<file path="src/rtl/fma_issue_if.sv">
// Request/issue and stage-control bundle between the requesters, the FMA
// issue controller and the FMA datapath stage registers.
interface fma_issue_if #(
    parameter int NREQ  = 4,
    parameter int LAT   = 3,
    parameter int TAG_W = 4
);
    localparam int SRC_W = $clog2(NREQ);

    logic [NREQ-1:0]       req_valid;
    logic [2*NREQ-1:0]     req_mode;
    logic [2*NREQ-1:0]     req_prec;
    logic [TAG_W*NREQ-1:0] req_tag;
    logic [NREQ-1:0]       req_ready;
    logic                  flush;
    logic                  out_ready;
    logic                  stg_adv;
    logic [LAT-1:0]        stg_valid;
    logic [2*LAT-1:0]      stg_mode;
    logic [2*LAT-1:0]      stg_prec;
    logic                  out_valid;
    logic [TAG_W-1:0]      out_tag;
    logic [SRC_W-1:0]      out_src;
    logic                  busy;

    modport slave (
        input  req_valid, req_mode, req_prec, req_tag, flush, out_ready,
        output req_ready, stg_adv, stg_valid, stg_mode, stg_prec,
               out_valid, out_tag, out_src, busy
    );

    modport master (
        output req_valid, req_mode, req_prec, req_tag, flush, out_ready,
        input  req_ready, stg_adv, stg_valid, stg_mode, stg_prec,
               out_valid, out_tag, out_src, busy
    );
endinterface

</file>
<file path="src/rtl/fma_issue_ctrl.sv">
// Round-robin issue controller for a shared LAT-stage FMA pipe; tracks each op's
// mode/prec/tag/source per stage. Define PERF_CNT_EN for issue/stall counters.
module fma_issue_ctrl #(
    parameter int NREQ  = 4,
    parameter int LAT   = 3,
    parameter int TAG_W = 4
) (
    input  logic        clk,
    input  logic        rst_n,
    fma_issue_if.slave  bus
`ifdef PERF_CNT_EN
   ,output logic [31:0] perf_issued,
    output logic [31:0] perf_stall
`endif
);
    localparam int SRC_W = $clog2(NREQ);

    typedef struct packed {
        logic [1:0]       mode;
        logic [1:0]       prec;
        logic [TAG_W-1:0] tag;
        logic [SRC_W-1:0] src;
    } op_t;

    op_t              stg_q [LAT];
    op_t              new_op;
    logic [LAT-1:0]   vld_pipe;
    logic [SRC_W-1:0] rr;
    logic [SRC_W-1:0] gnt_idx;
    logic             gnt_any;
    logic             stall;
    int               idx;

    assign stall = vld_pipe[LAT-1] & ~bus.out_ready;

    // First pending requester at or after rr wins; nothing is granted while
    // the pipe is frozen, flushing, or in reset.
    always_comb begin
        bus.req_ready = '0;
        gnt_idx       = '0;
        gnt_any       = 1'b0;
        idx           = 0;
        if (rst_n && !stall && !bus.flush) begin
            for (int k = 0; k < NREQ; k++) begin
                idx = (int'(rr) + k) % NREQ;
                if (!gnt_any && bus.req_valid[idx]) begin
                    gnt_any            = 1'b1;
                    gnt_idx            = SRC_W'(idx);
                    bus.req_ready[idx] = 1'b1;
                end
            end
        end
    end

    always_comb begin
        new_op.mode = bus.req_mode[2*gnt_idx +: 2];
        new_op.prec = bus.req_prec[2*gnt_idx +: 2];
        new_op.tag  = bus.req_tag[TAG_W*gnt_idx +: TAG_W];
        new_op.src  = gnt_idx;
    end

    always_ff @(posedge clk or negedge rst_n) begin
        if (!rst_n) begin
            vld_pipe <= '0;
            rr       <= '0;
            for (int k = 0; k < LAT; k++) stg_q[k] <= '0;
        end else begin
            if (gnt_any)
                rr <= (gnt_idx == SRC_W'(NREQ-1)) ? '0 : gnt_idx + 1'b1;
            if (bus.flush) begin
                vld_pipe <= '0;
            end else if (!stall) begin
                vld_pipe <= {vld_pipe[LAT-2:0], gnt_any};
                // Bubbles keep the stale fields; only the valid bit matters.
                if (gnt_any) stg_q[0] <= new_op;
                for (int k = 1; k < LAT; k++) stg_q[k] <= stg_q[k-1];
            end
        end
    end

    always_comb begin
        bus.stg_mode = '0;
        bus.stg_prec = '0;
        for (int k = 0; k < LAT; k++) begin
            bus.stg_mode[2*k +: 2] = stg_q[k].mode;
            bus.stg_prec[2*k +: 2] = stg_q[k].prec;
        end
    end

    assign bus.stg_adv   = ~stall;
    assign bus.stg_valid = vld_pipe;
    assign bus.out_valid = vld_pipe[LAT-1];
    assign bus.out_tag   = stg_q[LAT-1].tag;
    assign bus.out_src   = stg_q[LAT-1].src;
    assign bus.busy      = |vld_pipe;

`ifdef PERF_CNT_EN
    always_ff @(posedge clk or negedge rst_n) begin
        if (!rst_n) begin
            perf_issued <= '0;
            perf_stall  <= '0;
        end else if (bus.flush) begin
            perf_issued <= '0;
            perf_stall  <= '0;
        end else begin
            if (gnt_any) perf_issued <= perf_issued + 32'd1;
            if (stall)   perf_stall  <= perf_stall + 32'd1;
        end
    end
`endif
endmodule

</file>
<file path="src/flat_wrapper.sv">
// flat-port wrapper written by rule: the top's interface ports become plain ports
module fma_issue_ctrl_flat 
#(
    parameter int NREQ  = 4,
    parameter int LAT   = 3,
    parameter int TAG_W = 4
)
  (clk, rst_n, bus_req_valid, bus_req_mode, bus_req_prec, bus_req_tag, bus_flush, bus_out_ready, bus_req_ready, bus_stg_adv, bus_stg_valid, bus_stg_mode, bus_stg_prec, bus_out_valid, bus_out_tag, bus_out_src, bus_busy);
  fma_issue_if #(.NREQ(NREQ), .LAT(LAT), .TAG_W(TAG_W)) bus_i ();
  input  logic clk;
  input  logic rst_n;
  input wire logic [$bits(bus_i.req_valid)-1:0] bus_req_valid;
  input wire logic [$bits(bus_i.req_mode)-1:0] bus_req_mode;
  input wire logic [$bits(bus_i.req_prec)-1:0] bus_req_prec;
  input wire logic [$bits(bus_i.req_tag)-1:0] bus_req_tag;
  input wire logic [$bits(bus_i.flush)-1:0] bus_flush;
  input wire logic [$bits(bus_i.out_ready)-1:0] bus_out_ready;
  output wire logic [$bits(bus_i.req_ready)-1:0] bus_req_ready;
  output wire logic [$bits(bus_i.stg_adv)-1:0] bus_stg_adv;
  output wire logic [$bits(bus_i.stg_valid)-1:0] bus_stg_valid;
  output wire logic [$bits(bus_i.stg_mode)-1:0] bus_stg_mode;
  output wire logic [$bits(bus_i.stg_prec)-1:0] bus_stg_prec;
  output wire logic [$bits(bus_i.out_valid)-1:0] bus_out_valid;
  output wire logic [$bits(bus_i.out_tag)-1:0] bus_out_tag;
  output wire logic [$bits(bus_i.out_src)-1:0] bus_out_src;
  output wire logic [$bits(bus_i.busy)-1:0] bus_busy;
  assign bus_i.req_valid = bus_req_valid;
  assign bus_i.req_mode = bus_req_mode;
  assign bus_i.req_prec = bus_req_prec;
  assign bus_i.req_tag = bus_req_tag;
  assign bus_i.flush = bus_flush;
  assign bus_i.out_ready = bus_out_ready;
  assign bus_req_ready = bus_i.req_ready;
  assign bus_stg_adv = bus_i.stg_adv;
  assign bus_stg_valid = bus_i.stg_valid;
  assign bus_stg_mode = bus_i.stg_mode;
  assign bus_stg_prec = bus_i.stg_prec;
  assign bus_out_valid = bus_i.out_valid;
  assign bus_out_tag = bus_i.out_tag;
  assign bus_out_src = bus_i.out_src;
  assign bus_busy = bus_i.busy;
  fma_issue_ctrl #(.NREQ(NREQ), .LAT(LAT), .TAG_W(TAG_W)) u_core (.clk(clk), .rst_n(rst_n), .bus(bus_i));
endmodule
</file>
<file path="config.mk">
export PLATFORM = sky130hd
export DESIGN_NAME = fma_issue_ctrl_flat
export DESIGN_NICKNAME = d
export VERILOG_FILES = /design/src/rtl/fma_issue_if.sv /design/src/rtl/fma_issue_ctrl.sv /design/src/flat_wrapper.sv
export SDC_FILE = /design/constraint.sdc
export NUM_CORES = 1
export LEC_CHECK = 0
export BUFFER_PORTS_ARGS = -buffer_cell sky130_fd_sc_hd__clkbuf_2
export CORE_MARGIN = 1.5
export CORE_UTILIZATION = 47
export DETAILED_ROUTE_END_ITERATION = 8
export PLACE_DENSITY = 0.77
export SLEW_MARGIN = 30
export SYNTH_ARGS = -nofsm -noshare
export SYNTH_HDL_FRONTEND = slang
export SYNTH_SLANG_ARGS = --single-unit
</file>
<file path="constraint.sdc">
create_clock -name clk -period 3.2 [get_ports clk]
set_clock_uncertainty 0.2 [all_clocks]
set_input_delay 0.48 -clock clk [delete_from_list [all_inputs] [get_ports clk]]
set_output_delay 0.48 -clock clk [all_outputs]
set_load 0.02 [all_outputs]
</file>
## Word-level counts from Yosys, hierarchy flattened

Index checks and enable logic that the tools add are counted.

| storage, ports and cells | value |
|---|---|
| register bits | 35 |
| output and inout bits | 28 |
| logic and storage cells | 104 |

| cells by class | value |
|---|---|
| add/subtract/negate cells | 4 |
| magnitude comparators | 8 |
| equal/unequal tests | 2 |
| shift-type cells | 3 |
| multiplexer cells | 43 |
| bitwise logic cells | 10 |
| reductions and logical operators | 20 |

Operators by type and width:

| cell | count |
|---|---|
| $mux 4 | 8 |
| $mux 1 | 19 |
| $shiftx 16x5->4 | 1 |
| $shiftx 8x4->2 | 2 |
| $lt 3x4->1 const B | 3 |
| $mux 2 | 6 |
| $or 4x4->4 | 3 |
| $ge 3x1->1 const B | 3 |
| $logic_and 1x1->1 | 9 |
| $bmux 1 s2 | 4 |
| $demux 1 s2 | 4 |
| $mux 3 | 2 |
| $reduce_or 2->1 | 3 |
| $logic_not 1->1 | 5 |
| $add 2x1->2 const B | 2 |
| $add 2x2->2 const B | 2 |
| $and 1x1->1 const A | 3 |
| $lt 2x3->1 const B | 1 |
| $not 1->1 | 3 |
| $reduce_and 3->1 | 1 |
| $reduce_or 3->1 | 1 |
| $eq 2x2->1 const B | 1 |
| $ge 2x1->1 const B | 1 |
| $ne 2x2->1 const B | 1 |
| 2 further kinds | 2 |

## Logic depth before layout (Yosys ltp)

Gate-level depths: netlist of the first run.

| logic depth | value |
|---|---|
| word-level depth | 20 |
| gate-level depth with buffers | 10 |

## Worst setup path before layout of the first run

OpenSTA, ideal clock, no wires.

| timing | value |
|---|---|
| path type | flip-flop to output port |
| from | register u_core.rr[0] |
| to | output port bus_req_ready[0] |
| arrival | 2655 ps |
| setup slack | -135 ps |
| stages on the path, launching flop included | 9 |
| path buffers | 1 |
| cell sequence | dfrtp_1 -> buf_2 -> inv_1 -> ha_1 -> or3_4 -> or4b_4 -> o311ai_4 -> a221oi_1 -> nor2_1 |

| between the ends | value |
|---|---|
| word-level cells in the longest chain between the ends | 16 |
| elaborated cells on any way between the ends | 63 |
| those cells by class | add/sub (3); order compare (8); mux (33); bitwise (6); reduce/logical (13) |

RTL lines:

| what | line | text |
|---|---|---|
| from (decl) | fma_issue_ctrl.sv:28 | `logic [SRC_W-1:0] rr;` |
| from (signal assigned) | fma_issue_ctrl.sv:69 | `rr <= (gnt_idx == SRC_W'(NREQ-1)) ? '0 : gnt_idx + 1'b1;` |
| $add 2x1->2 or $bmux 1 s2 (tied branches) | fma_issue_ctrl.sv:45, fma_issue_ctrl.sv:46 |  |
| $reduce_or 2->1 (no source line) or $mux 1 (tied branches) | n/a |  |
| $and 1x1->1 (no source line) or $mux 1 (tied branches) | n/a |  |
| $lt 3x4->1 (not written as such), or another cell as far along | fma_issue_ctrl.sv:49 | `bus.req_ready[idx] = 1'b1;` |
| $logic_and 1x1->1 (not written as such) or $logic_not 1->1 (tied branches) | fma_issue_ctrl.sv:49, fma_issue_ctrl.sv:46 |  |
| $mux 1 (not written as such) or $logic_and 1x1->1 (tied branches) | fma_issue_ctrl.sv:49, fma_issue_ctrl.sv:46 |  |
| $demux 1 s2 or $mux 1 (tied branches) | n/a |  |
| $or 4x4->4 (no source line) or $mux 1 (tied branches) | n/a |  |
| $mux 4 or $logic_not 1->1 (tied branches) | fma_issue_ctrl.sv:46 | `if (!gnt_any && bus.req_valid[idx]) begin` |
| $mux 4 or $logic_and 1x1->1 (tied branches) | fma_issue_ctrl.sv:43, fma_issue_ctrl.sv:46 |  |
| $or 4x4->4 (no source line) or $mux 1 (tied branches) | n/a |  |
| $mux 4 or $mux 1 (tied branches) | fma_issue_ctrl.sv:46, fma_issue_ctrl.sv:43 |  |
| $mux 4 or $logic_not 1->1 (tied branches) | fma_issue_ctrl.sv:43, fma_issue_ctrl.sv:46 |  |
| $or 4x4->4 (no source line) or $logic_and 1x1->1 (tied branches) | n/a |  |
| $mux 4 * | fma_issue_ctrl.sv:46 |  |
| $mux 4 * | fma_issue_ctrl.sv:43 | `if (rst_n && !stall && !bus.flush) begin` |
| to (decl) | flat_wrapper.sv:18 | `output wire logic [$bits(bus_i.req_ready)-1:0] bus_req_ready;` |

Mark *: on every way between the ends. The rest lies on a longest branch, timed or not. The select of a mux whose other input is x is not followed.

## Worst setup path after layout of the first run

| timing | value |
|---|---|
| from | register u_core.rr[0] |
| to | output port bus_req_ready[1] |

Same word-level chain as after synthesis.

==> results of run 1 <==
==> flip-flops by register name, summed over array words and instances (netlist names) <==
register              cells
u_core.stg_q             12
u_core.bus.out_src        2
u_core.bus.stg_mode       6
u_core.bus.out_tag        4
u_core.bus.stg_prec       6
u_core.bus.stg_valid      3
u_core.rr                 2
==> logic make-up after synthesis <==
| logic type | after synthesis |
|---|---|
| DFF | 35 |
| adders and majority gates | 8 |
| buffers and inverters | 31 |
| AOI/OAI and AO/OA | 32 |
| and+or+nand+nor | 42 |
| muxes | 41 |
==> per-stage QoR <==
| step | utilization | total power, mW | setup slack, ns |
|---|---|---|---|
| 2_1_floorplan | - | 1.65 | 0.0171 |
| 3_3_place_gp | 0.559 | 1.77 | 0.246 |
| 3_5_place_dp | 0.559 | 1.79 | 0.198 |
| 4_1_cts | 0.584 | 2.16 | 0.0183 |
| 5_1_grt | 0.592 | 2.34 | -0.0134 |
| 6_report | 0.592 | 2.19 | 0.0647 |
==> per-layer routing <==
metal	global-route usage	up-vias
met4	0.0545	0
met3	0.0556	7
met5	0	-
met2	0.269	50
met1	0.230	757
li1	-	781
==> worst max-delay path, delay by kind of cell, from the launching register on <==
kind | cells | cell delay (ns)
flops | 1 | 0.43
buf+inv | 2 | 0.25
compound gates | 2 | 0.27
simple gates | 3 | 0.99
fa+ha+maj | 1 | 0.22
==> power by group through the flow <==
| stage | Combinational (mW) | Clock [mW] | Sequential (mW) |
|---|---|---|---|
| final | 1.11 | 0.341 | 0.740 |
| after global routing | 1.20 | 0.375 | 0.768 |
| after detailed placement | 1.05 | 0 | 0.744 |
| after floorplan | 0.922 | 0 | 0.733 |
| after global placement | 1.03 | 0 | 0.738 |
| after CTS | 1.07 | 0.350 | 0.739 |
==> layout by cell type (no fill, tap or decap), drive strengths merged <==
cell,instances
clkbuf,71
dfrtp,35
nor2,23
mux2,21
mux2i,16
a221oi,13
buf,10
nand2,8
ha,8
inv,5
mux4,4
a22oi,4
a21oi,4
nor2b,4
a21o,2
or3,2
nor3b,1
and3b,1
o211ai,1
or4b,1
o311ai,1
o21ai,1
o2111ai,1
o31a,1
nand3b,1
o32ai,1
o21a,1
o2111a,1
a21boi,1
and2b,1
==> what timing repair did <==
| item | 4_1_cts | 5_1_grt |
|---|---|---|
| hold endpoints to repair | 0 | 0 |
| gates resized for setup | 2 | 12 |
| endpoints found under the setup margin | 4 | 4 |
| pin swaps | 0 | 4 |
==> cell type report <==
class	count	area, um2
fill	353	1830
multi-input combinational	123	1200
sequential	35	877
timing repair buffer	73	389
clock buffer	8	100
tap	52	65.1
inverter	5	21.3
==> worst min-delay path by stage <==
stage,slack (ns),from,cells past startpoint,to
6_report,0.07,rst_n,2,u_core.bus.stg_mode[4]
5_1_grt,0.1,rst_n,2,u_core.bus.stg_valid[0]
4_1_cts,0.09,rst_n,2,u_core.bus.stg_valid[1]
3_5_place_dp,0.26,u_core.stg_q[20],2,u_core.stg_q[20]
3_3_place_gp,0.26,u_core.stg_q[20],2,u_core.stg_q[20]
2_1_floorplan,-0.02,rst_n,0,u_core.bus.out_src[0]
==> impl_summary.log, run 1 <==
[metrics] ordered cell list for the critical path: inv_4 -> ha_4 -> or3_4 -> or4b_4 -> o311ai_4 -> a221oi_2 -> nor2_2 -> buf_2
[metrics] synthesized cell area: between 0.002 and 0.0025 mm2
[metrics] share of synthesized area occupied by flip-flops and latches: 0.392
[metrics] post-synthesis cell type count: 38
[metrics] Gate Count Post-Synth: 189
[metrics] share of layout cells above drive strength 1: 0.541
[metrics] CP Capture Point: bus_req_ready[1]
[metrics] I/O pins: 68
[metrics] Total GRT Usage: 0.172
[metrics] adder and majority gate portion of the synthesized area: 0.0448
[metrics] main combinational cell family by area after synthesis: multiplexers
[metrics] average cell area after synthesis: ~12 um2
[metrics] sum of negative setup slack: 0 ns
[metrics] Finished Cell Area: about 0.0026 mm2
[metrics] DRC: 0
[metrics] minimum period implied by the final worst setup slack: 3.14 ns
[metrics] Critical Path Slowest Stage Cell: or4b_4
[metrics] cell with the most instances after synthesis: dfrtp_1
[metrics] warning count from the yosys run: 0
[metrics] number of buffers inserted by port buffering: 67
[metrics] maximum resistive drop on vdd: 469 uV
[metrics] pin count of the biggest net entering global routing: 38
[metrics] clock power share: 0.156
[metrics] placeable core region: 0.00447 mm2
[metrics] Synth Area in XOR/XNOR: 0
[metrics] leakage power: around 1.3 nW
[metrics] detailed route wirelength on metal2: 1.99 mm
[metrics] launching element of the worst setup path: u_core.rr[0]
[metrics] H-Tree Depth: 2
[metrics] area enclosed by the die boundary: 0.00517 mm2
[metrics] part of the cycle the worst path needs: 0.980
[metrics] Min Hold Slack: 0.0717 ns
[metrics] stage delay of the slowest cell on the critical path: 0.50 ns
[metrics] clock tree sinks: 35
[metrics] routed metal-1 wirelength: 1.98 mm
[metrics] Max Clk Rate: 319 MHz
[metrics] Power Dens Cells: between 800 and 900 mW/mm2
[metrics] most used flip-flop cell after synthesis: dfrtp_1
[metrics] number of hold violations in the final report: 0
[metrics] number of buffers added to fix hold violations after cts: 0
[metrics] number of nets in the layout: 291
[metrics] cells taking the most area after synthesis: dfrtp_1, mux2_2, mux2i_1, buf_4, a221oi_2
[metrics] Detail Route Antenna Nets: 0
[metrics] Net Sw Frac: 0.393
[metrics] number of setup buffers added after CTS: 0
[metrics] type of the worst min-delay path: in -> async
[metrics] post-DP HPWL: 3.06 mm
[metrics] Data arrival, critical path: approximately 2.5 ns
[metrics] portion of netlist area occupied by mux cells: 0.218
[metrics] result of the run: completed
[metrics] root buffer selected by CTS: clkbuf_8
[metrics] switching power total: 0.860 mW
[metrics] TritonCTS Buffers: 5
[metrics] drt initial violations: 108
[metrics] wire length of the first global-routing pass: 6.91 mm
[metrics] Met3 Wirelength: 188 um
[metrics] most area-hungry cell type in the Yosys netlist: dfrtp_1
[metrics] drt first pass iters: 4
[metrics] type of destination of the critical path: primary output
[metrics] Synth async-reset ratio: 1.00
[metrics] syn_nets: 237
[metrics] area added between synthesis and finish: 18.6%
[metrics] reg-to-reg slack, setup: 0.34 ns
[metrics] Clk Latency, worst-skew pair: 0.28 ns
[metrics] CP Launch Type: register
[metrics] final standard cell count with taps included and fillers excluded: 296
[metrics] max capacitance violation total: 0
[metrics] Internal Pwr Total: 1.33 mW
[metrics] Starting Density: 0.499
[metrics] part of the power in registers: 0.338
[metrics] number of placed cells counting well taps: 288
[metrics] total via count in the routed design: 1595
[metrics] placer's final routability congestion estimate: 0.839
[metrics] CTS max path bufs: 2
[metrics] CP Max Fanout: 5
[metrics] worst rel slew slack: 0.566
[metrics] Overflow after GRT: 0
[metrics] Comb power frac: 0.506
[metrics] Post-synth EDFFs: 0
[metrics] Die X-Extent: 71.9 um
[metrics] CTS tree: done
[metrics] CP Data Required Time: 2.52 ns
[metrics] post-synthesis sequential element count: 35
[metrics] antenna violations before repair: 0
[metrics] portion of synthesized cell area occupied by the leading cell type: 0.392
[metrics] vias per cell: 5.39
[metrics] worst setup path class: reg -> out
[metrics] count of final setup violators: 0
[metrics] instance area at placement: 0.00250 mm2
[metrics] Routed WL: roughly 4.2 mm
[metrics] Reg clk slew, reported paths: 0.07 ns
[metrics] diode count: 0
[metrics] most frequent cells after synthesis: dfrtp_1, nor2_1, buf_4, mux2_2, mux2i_1
[metrics] basic-gate share of the synthesized area counting and, or, nand and nor cells: 0.0980
[metrics] reg-to-reg startpoint: u_core.rr[0]
[metrics] Max Transition Viols Final: 0
[metrics] actual transition at the worst max-transition pin: 0.651 ns
[metrics] number of rows created at floorplan: 24
[metrics] average detailed-routed wire length per instance: between 10 and 15 um
[metrics] chip height: about 72 um
[metrics] number of global-route vias before repair: approximately 1.5k
[metrics] worst reg2reg path depth: 8
[metrics] share of the synthesized area in compound gates (AO/OA/AOI/OAI): 0.152
[metrics] Reg-to-Reg End: u_core.stg_q[22]
[metrics] highest metal layer with signal wires: met4
Note: power is estimated with default switching activity, not from simulation.
==> run 2: changes to the inputs <==
==> constraint.sdc (replaced) <==
create_clock -name clk -period 2.5 [get_ports clk]
set_clock_uncertainty 0.2 [all_clocks]
set_input_delay 0.375 -clock clk [delete_from_list [all_inputs] [get_ports clk]]
set_output_delay 0.375 -clock clk [all_outputs]
set_load 0.02 [all_outputs]
==> run 2 against run 1 <==
Net effect: largest power group unchanged; the flow now finishes with violations (negative setup slack); critical path type unchanged; non-clock buffer count grew 17; power rose by 31%; critical endpoint is now bus_req_ready[2]; largest cell class unchanged; hold slack better by 0.030 ns; core utilization increased by 3.7 points.
==> impl_summary.log, run 2 (synthesis gave the netlist of run 1 again) <==
[metrics] result of the run: complete, but fails checks
[metrics] violated checks: negative setup slack
[metrics] Routed WL: 4.41 mm
[metrics] Total GRT Usage: 0.180
[metrics] worst rel slew slack: 0.585
[metrics] clock power share: 0.131
[metrics] number of placed cells counting well taps: 302
[metrics] Reg clk slew, reported paths: 0.06 ns
[metrics] Net Sw Frac: 0.398
[metrics] sum of negative setup slack: -3.55 ns
[metrics] worst slack after detailed placement: -0.228 ns
[metrics] worst hold path cell count: 2
[metrics] CP Launch Type: register
[metrics] setup slack of the critical path after layout: -0.385 ns
[metrics] minimum period implied by the final worst setup slack: just under 3 ns
[metrics] placer's final routability congestion estimate: 0.878
[metrics] leading cell type in the layout, fill and taps excluded: clkbuf_2
[metrics] Comb power frac: 0.537
[metrics] DRC: 0
[metrics] drt initial violations: 95
[metrics] setup repair after global routing missed its margin: true
[metrics] area added between synthesis and finish: 26.1%
[metrics] number of buffers inserted by port buffering: 67
[metrics] vias per cell: 5.26
[metrics] Internal Pwr Total: between 1.5 and 2 mW
[metrics] leakage power: 1.43 nW
[metrics] CTS tree: done
[metrics] part of the cycle the worst path needs: 1.15
[metrics] wire length of the first global-routing pass: between 7 and 8 mm
[metrics] part of the power in registers: 0.331
[metrics] Clk Latency, worst-skew pair: approximately 0.28 ns
[metrics] H-Tree Depth: 2
[metrics] share of layout cells above drive strength 1: 0.569
[metrics] pin count of the biggest net entering global routing: 34
[metrics] fraction of met3 tracks used by global routing: 0.0444
[metrics] type of the worst min-delay path: in -> reg
[metrics] GR Layer Usage met2: 0.310
[metrics] Fill cells: 342
[metrics] chip height: 71.9 um
[metrics] max reg flops: 12
[metrics] number of hold violations in the final report: 0
[metrics] post-DP HPWL: 3.41 mm
[metrics] Max Transition Viols Final: 0
[metrics] worst setup path class: reg -> out
[metrics] TritonCTS Buffers: 5
[metrics] Most Used Layer, Global Route: met2
[metrics] Max Clk Rate: 347 MHz
[metrics] commonest cells after routing, fill and taps aside: clkbuf_2, dfrtp_1, mux2_2, buf_4, nor2_1
[metrics] max capacitance violation total: 0
[metrics] count of final setup violators: 14
[metrics] maximum resistive drop on vdd: roughly 500 uV
[metrics] switching power total: 1.14 mW
[metrics] met1 Use GR: 0.230
[metrics] area enclosed by the die boundary: a little over 0.005 mm2
[metrics] worst reg2reg path depth: 9
[metrics] CP Data Required Time: 1.92 ns
[metrics] placeable core region: around 0.0045 mm2
[metrics] diode count: 0
[metrics] total via count in the routed design: approximately 1.7k
[metrics] drt first pass iters: 4
[metrics] number of rows created at floorplan: 24
[metrics] Data arrival, critical path: 2.31 ns
[metrics] actual transition at the worst max-transition pin: 0.623 ns
[metrics] CP Max Fanout: 5
[metrics] most flop-heavy register: u_core.stg_q
[metrics] root buffer selected by CTS: clkbuf_8
[metrics] Die X-Extent: about 70 um
[metrics] Min Hold Slack: between 0.1 and 0.15 ns
[metrics] Starting Density: 0.499
[metrics] final standard cell count with taps included and fillers excluded: 314
[metrics] average detailed-routed wire length per instance: 14.1 um
[metrics] number of nets in the layout: about 310
[metrics] Overflow after GRT: 0
[metrics] type of destination of the critical path: primary output
[metrics] Detail Route Antenna Nets: 0
[metrics] area taken by flip-flops and latches: roughly 900 um2
[metrics] clock tree sinks: 35
[metrics] number of global-route vias before repair: approximately 1.6k
[metrics] area of combinational cells with multiple inputs: 0.00121 mm2
[metrics] antenna violations before repair: 0
[metrics] CTS max path bufs: 2
[metrics] I/O pins: 68
[metrics] Power Dens Cells: 1020 mW/mm2
==> run 2: power groups by stage <==
stage | clock [mW] | combinational, mW | sequential (mW)
after floorplan | 0 | 1.27 | 0.941
after global placement | 0 | 1.47 | 0.955
after detailed placement | 0 | 1.51 | 0.965
after CTS | 0.385 | 1.53 | 0.956
after global routing | 0.412 | 1.66 | 0.991
final | 0.377 | 1.54 | 0.951
==> run 2: timing repair <==
item	in CTS	in global routing
gates cloned	0	1
setup buffers	1	2
resized for setup	8	3
endpoints found under the hold margin	2	0
endpoints found under the setup margin	13	15
hold buffers	1	0
pin swaps	9	9
==> run 2: per-layer routing <==
metal | wire length (um) | up-vias
li1 | - | 819
met1 | 2010 | 775
met2 | 2160 | 54
met3 | 215 | 5
met4 | 31 | 0
met5 | 0 | -
==> run 2: critical path, cell delays in order, from the launching register on <==
cell	delay [ns]
dfrtp_1	0.39
inv_2	0.09
ha_4	0.20
or3_4	0.33
or4b_4	0.50
o311ai_4	0.12
a221oi_2	0.13
nor2_2	0.13
clkbuf_8	0.14
==> run 2: cell type report <==
class	count	share of cell area
Inverter	5	0.00844
Sequential cell	35	0.311
Clock buffer	7	0.0271
Clock inverter	1	0.00178
Tap cell	52	0.0231
Multi-Input combinational cell	124	0.429
Timing Repair Buffer	90	0.199
==> run 2: worst paths after layout <==
kind / start / end / slack [ns]
setup / recovery: u_core.rr[1] / bus_req_ready[2] / -0.38
hold / removal: bus_flush / u_core.bus.stg_valid[2] / 0.10
setup reg to reg: u_core.rr[1] / u_core.bus.stg_prec[0] / -0.25
hold reg to reg: u_core.stg_q[20] / u_core.stg_q[20] / 0.29
max in group asynchronous: rst_n / u_core.stg_q[13] / 1.22
min in group asynchronous: rst_n / u_core.rr[0] / 0.26
==> run 2: metrics by stage <==
step,utilization,area [um2],power [mW]
3_5_place_dp,0.595,2660,2.47
3_3_place_gp,0.595,2660,2.42
6_report,0.629,2820,2.87
2_1_floorplan,-,2290,2.21
4_1_cts,0.624,2790,2.87
5_1_grt,0.629,2820,3.06
==> run 3: changes to the inputs <==
--- a/config.mk
+++ b/config.mk
@@ -7,9 +7,9 @@
 export LEC_CHECK = 0
 export BUFFER_PORTS_ARGS = -buffer_cell sky130_fd_sc_hd__clkbuf_2
 export CORE_MARGIN = 1.5
-export CORE_UTILIZATION = 47
+export CORE_UTILIZATION = 51
 export DETAILED_ROUTE_END_ITERATION = 8
-export PLACE_DENSITY = 0.77
+export PLACE_DENSITY = 0.79
 export SLEW_MARGIN = 30
 export SYNTH_ARGS = -nofsm -noshare
 export SYNTH_HDL_FRONTEND = slang
==> constraint.sdc (replaced) <==
create_clock -name clk -period 3.2 [get_ports clk]
set_clock_uncertainty 0.2 [all_clocks]
set_input_delay 0.48 -clock clk [delete_from_list [all_inputs] [get_ports clk]]
set_output_delay 0.48 -clock clk [all_outputs]
set_load 0.02 [all_outputs]
==> run 3 against run 2 <==
Net effect: the flow now finishes without violations; critical path depth stayed put; flip-flop and latch count unchanged; sequential power fell by 22%; largest cell class unchanged; highest routed layer unchanged.
==> impl_summary.log, run 3 (synthesis gave the netlist of run 1 again) <==
[metrics] Overflow after GRT: 0
[metrics] result of the run: completed
[metrics] ordered cell list for the critical path: inv_4 -> ha_4 -> or3_4 -> or4b_4 -> o311ai_4 -> a221oi_2 -> nor2_2 -> clkbuf_8
[metrics] Power Dens Cells: 843 mW/mm2
[metrics] number of hold violations in the final report: 0
[metrics] wire length of the first global-routing pass: about 7.5 mm
[metrics] reg-to-reg startpoint: u_core.rr[0]
[metrics] actual transition at the worst max-transition pin: 0.819 ns
[metrics] antenna violations before repair: 0
[metrics] commonest cells after routing, fill and taps aside: clkbuf_2, dfrtp_1, mux2_2
[metrics] instance area at placement: 0.00250 mm2
[metrics] worst setup path class: reg -> out
[metrics] maximum resistive drop on vdd: 452 uV
[metrics] Critical Path Slowest Stage Cell: or4b_4
[metrics] stage delay of the slowest cell on the critical path: approximately 0.5 ns
[metrics] Die X-Extent: 69.2 um
[metrics] vias per cell: 5.58
[metrics] part of the cycle the worst path needs: 0.958
[metrics] most flop-heavy register: u_core.stg_q
[metrics] CTS tree: done
[metrics] H-Tree Depth: 2
[metrics] I/O pins: 68
[metrics] diode count: 0
[metrics] max reg flops: 12
[metrics] leading cell type in the layout, fill and taps excluded: clkbuf_2
[metrics] Max Clk Rate: 326 MHz
[metrics] placer's final routability congestion estimate: a little under 0.9
[metrics] worst slack after detailed placement: 0.134 ns
[metrics] Reg-to-Reg End: u_core.bus.stg_mode[0]
[metrics] root buffer selected by CTS: clkbuf_8
[metrics] drt first pass iters: 4
[metrics] setup slack of the critical path after layout: about 0.14 ns
[metrics] setup repair after global routing missed its margin: false
[metrics] CTS max path bufs: 2
[metrics] area enclosed by the die boundary: 0.00479 mm2
[metrics] Finished Cell Area: 0.00269 mm2
[metrics] launching element of the worst setup path: u_core.rr[0]
[metrics] total via count in the routed design: 1651
[metrics] Routed WL: 4.40 mm
[metrics] Clk Latency, worst-skew pair: 0.28 ns
[metrics] Data arrival, critical path: 2.38 ns
[metrics] sum of negative setup slack: 0 ns
[metrics] minimum period implied by the final worst setup slack: ~3 ns
[metrics] pin count of the biggest net entering global routing: 37
[metrics] post-layout power: roughly 2.3 mW
[metrics] number of buffers added to fix hold violations after cts: 0
[metrics] type of the worst min-delay path: in -> async
[metrics] CP Data Required Time: 2.52 ns
[metrics] Starting Density: 0.543
[metrics] Reg clk slew, reported paths: 0.07 ns
[metrics] reg-to-reg slack, setup: 0.29 ns
[metrics] number of buffers inserted by port buffering: 67
[metrics] type of destination of the critical path: primary output
[metrics] count of final setup violators: 0
[metrics] number of global-route vias before repair: 1663
[metrics] drt initial violations: 77
[metrics] TritonCTS Buffers: 5
[metrics] worst rel slew slack: 0.454
[metrics] leakage power: 1.36 nW
[metrics] number of nets in the layout: 293
[metrics] Detail Route Antenna Nets: 0
[metrics] worst reg2reg path depth: 9
[metrics] Max Transition Viols Final: 0
[metrics] area added between synthesis and finish: 20.6%
[metrics] max capacitance violation total: 0
[metrics] DRC: 0
[metrics] number of rows created at floorplan: 23
[metrics] post-DP HPWL: around 3.1 mm
[metrics] CP Launch Type: register
[metrics] CP Max Fanout: 5
[metrics] chip height: 69.2 um
[metrics] share of layout cells above drive strength 1: 0.549
[metrics] average detailed-routed wire length per instance: about 15 um
[metrics] clock tree sinks: 35
[metrics] placeable core region: 0.00412 mm2
[metrics] Total GRT Usage: 0.194
==> run 3: metal layers <==
| layer | wire (um) | track usage | vias up |
|---|---|---|---|
| met5 | 0 | 0 | - |
| met4 | 64 | 0.0654 | 0 |
| met3 | 201 | 0.0378 | 7 |
| met2 | 2170 | 0.328 | 48 |
| met1 | 1970 | 0.250 | 804 |
| li1 | - | - | 792 |
==> run 3: worst max-delay path by stage <==
stage                  endpoint  cells after the start
6_report       bus_req_ready[1]                      8
5_1_grt        bus_req_ready[1]                      8
4_1_cts        bus_req_ready[1]                      8
3_5_place_dp   bus_req_ready[1]                      8
3_3_place_gp   u_core.stg_q[24]                      6
2_1_floorplan  bus_req_ready[0]                      8
==> run 3: cell type report <==
cell class | instances | area, um2
fill | 337 | 1420
clock inverter | 2 | 35.0
tap | 50 | 62.6
clock buffer | 6 | 82.6
sequential | 35 | 877
multi-input combinational | 123 | 1200
timing repair buffer | 75 | 413
inverter | 5 | 21.3
==> run 3: through the flow <==
stage / instances / hold WS, ns / utilization
CTS: 295 / 0.0754 / 0.652
floorplan: 189 / -0.0156 / -
global route: 296 / 0.0960 / 0.654
finish: 296 / 0.0687 / 0.654
detailed placement: 286 / 0.264 / 0.608
global placement: 286 / 0.255 / 0.607
==> run 3: report_power, final <==
group | switching (mW) | internal, mW
clock network | 0.151 | 0.252
registers | 0.108 | 0.632
logic | 0.613 | 0.512
total | 0.873 | 1.40
==> run 3: repair_timing <==
item	in CTS	in global routing
setup buffers	1	1
pin swaps	3	3
gates resized for setup	12	0
setup endpoints to repair	4	4
==> run 3: critical path: cells and delay by family (launching register included) <==
family	cells	cell delay (ns)
AND/OR/NAND/NOR	3	0.96
AO/OA/AOI/OAI	2	0.27
flip-flops	1	0.42
adder cells (fa/ha/maj)	1	0.22
buffers and inverters	2	0.22
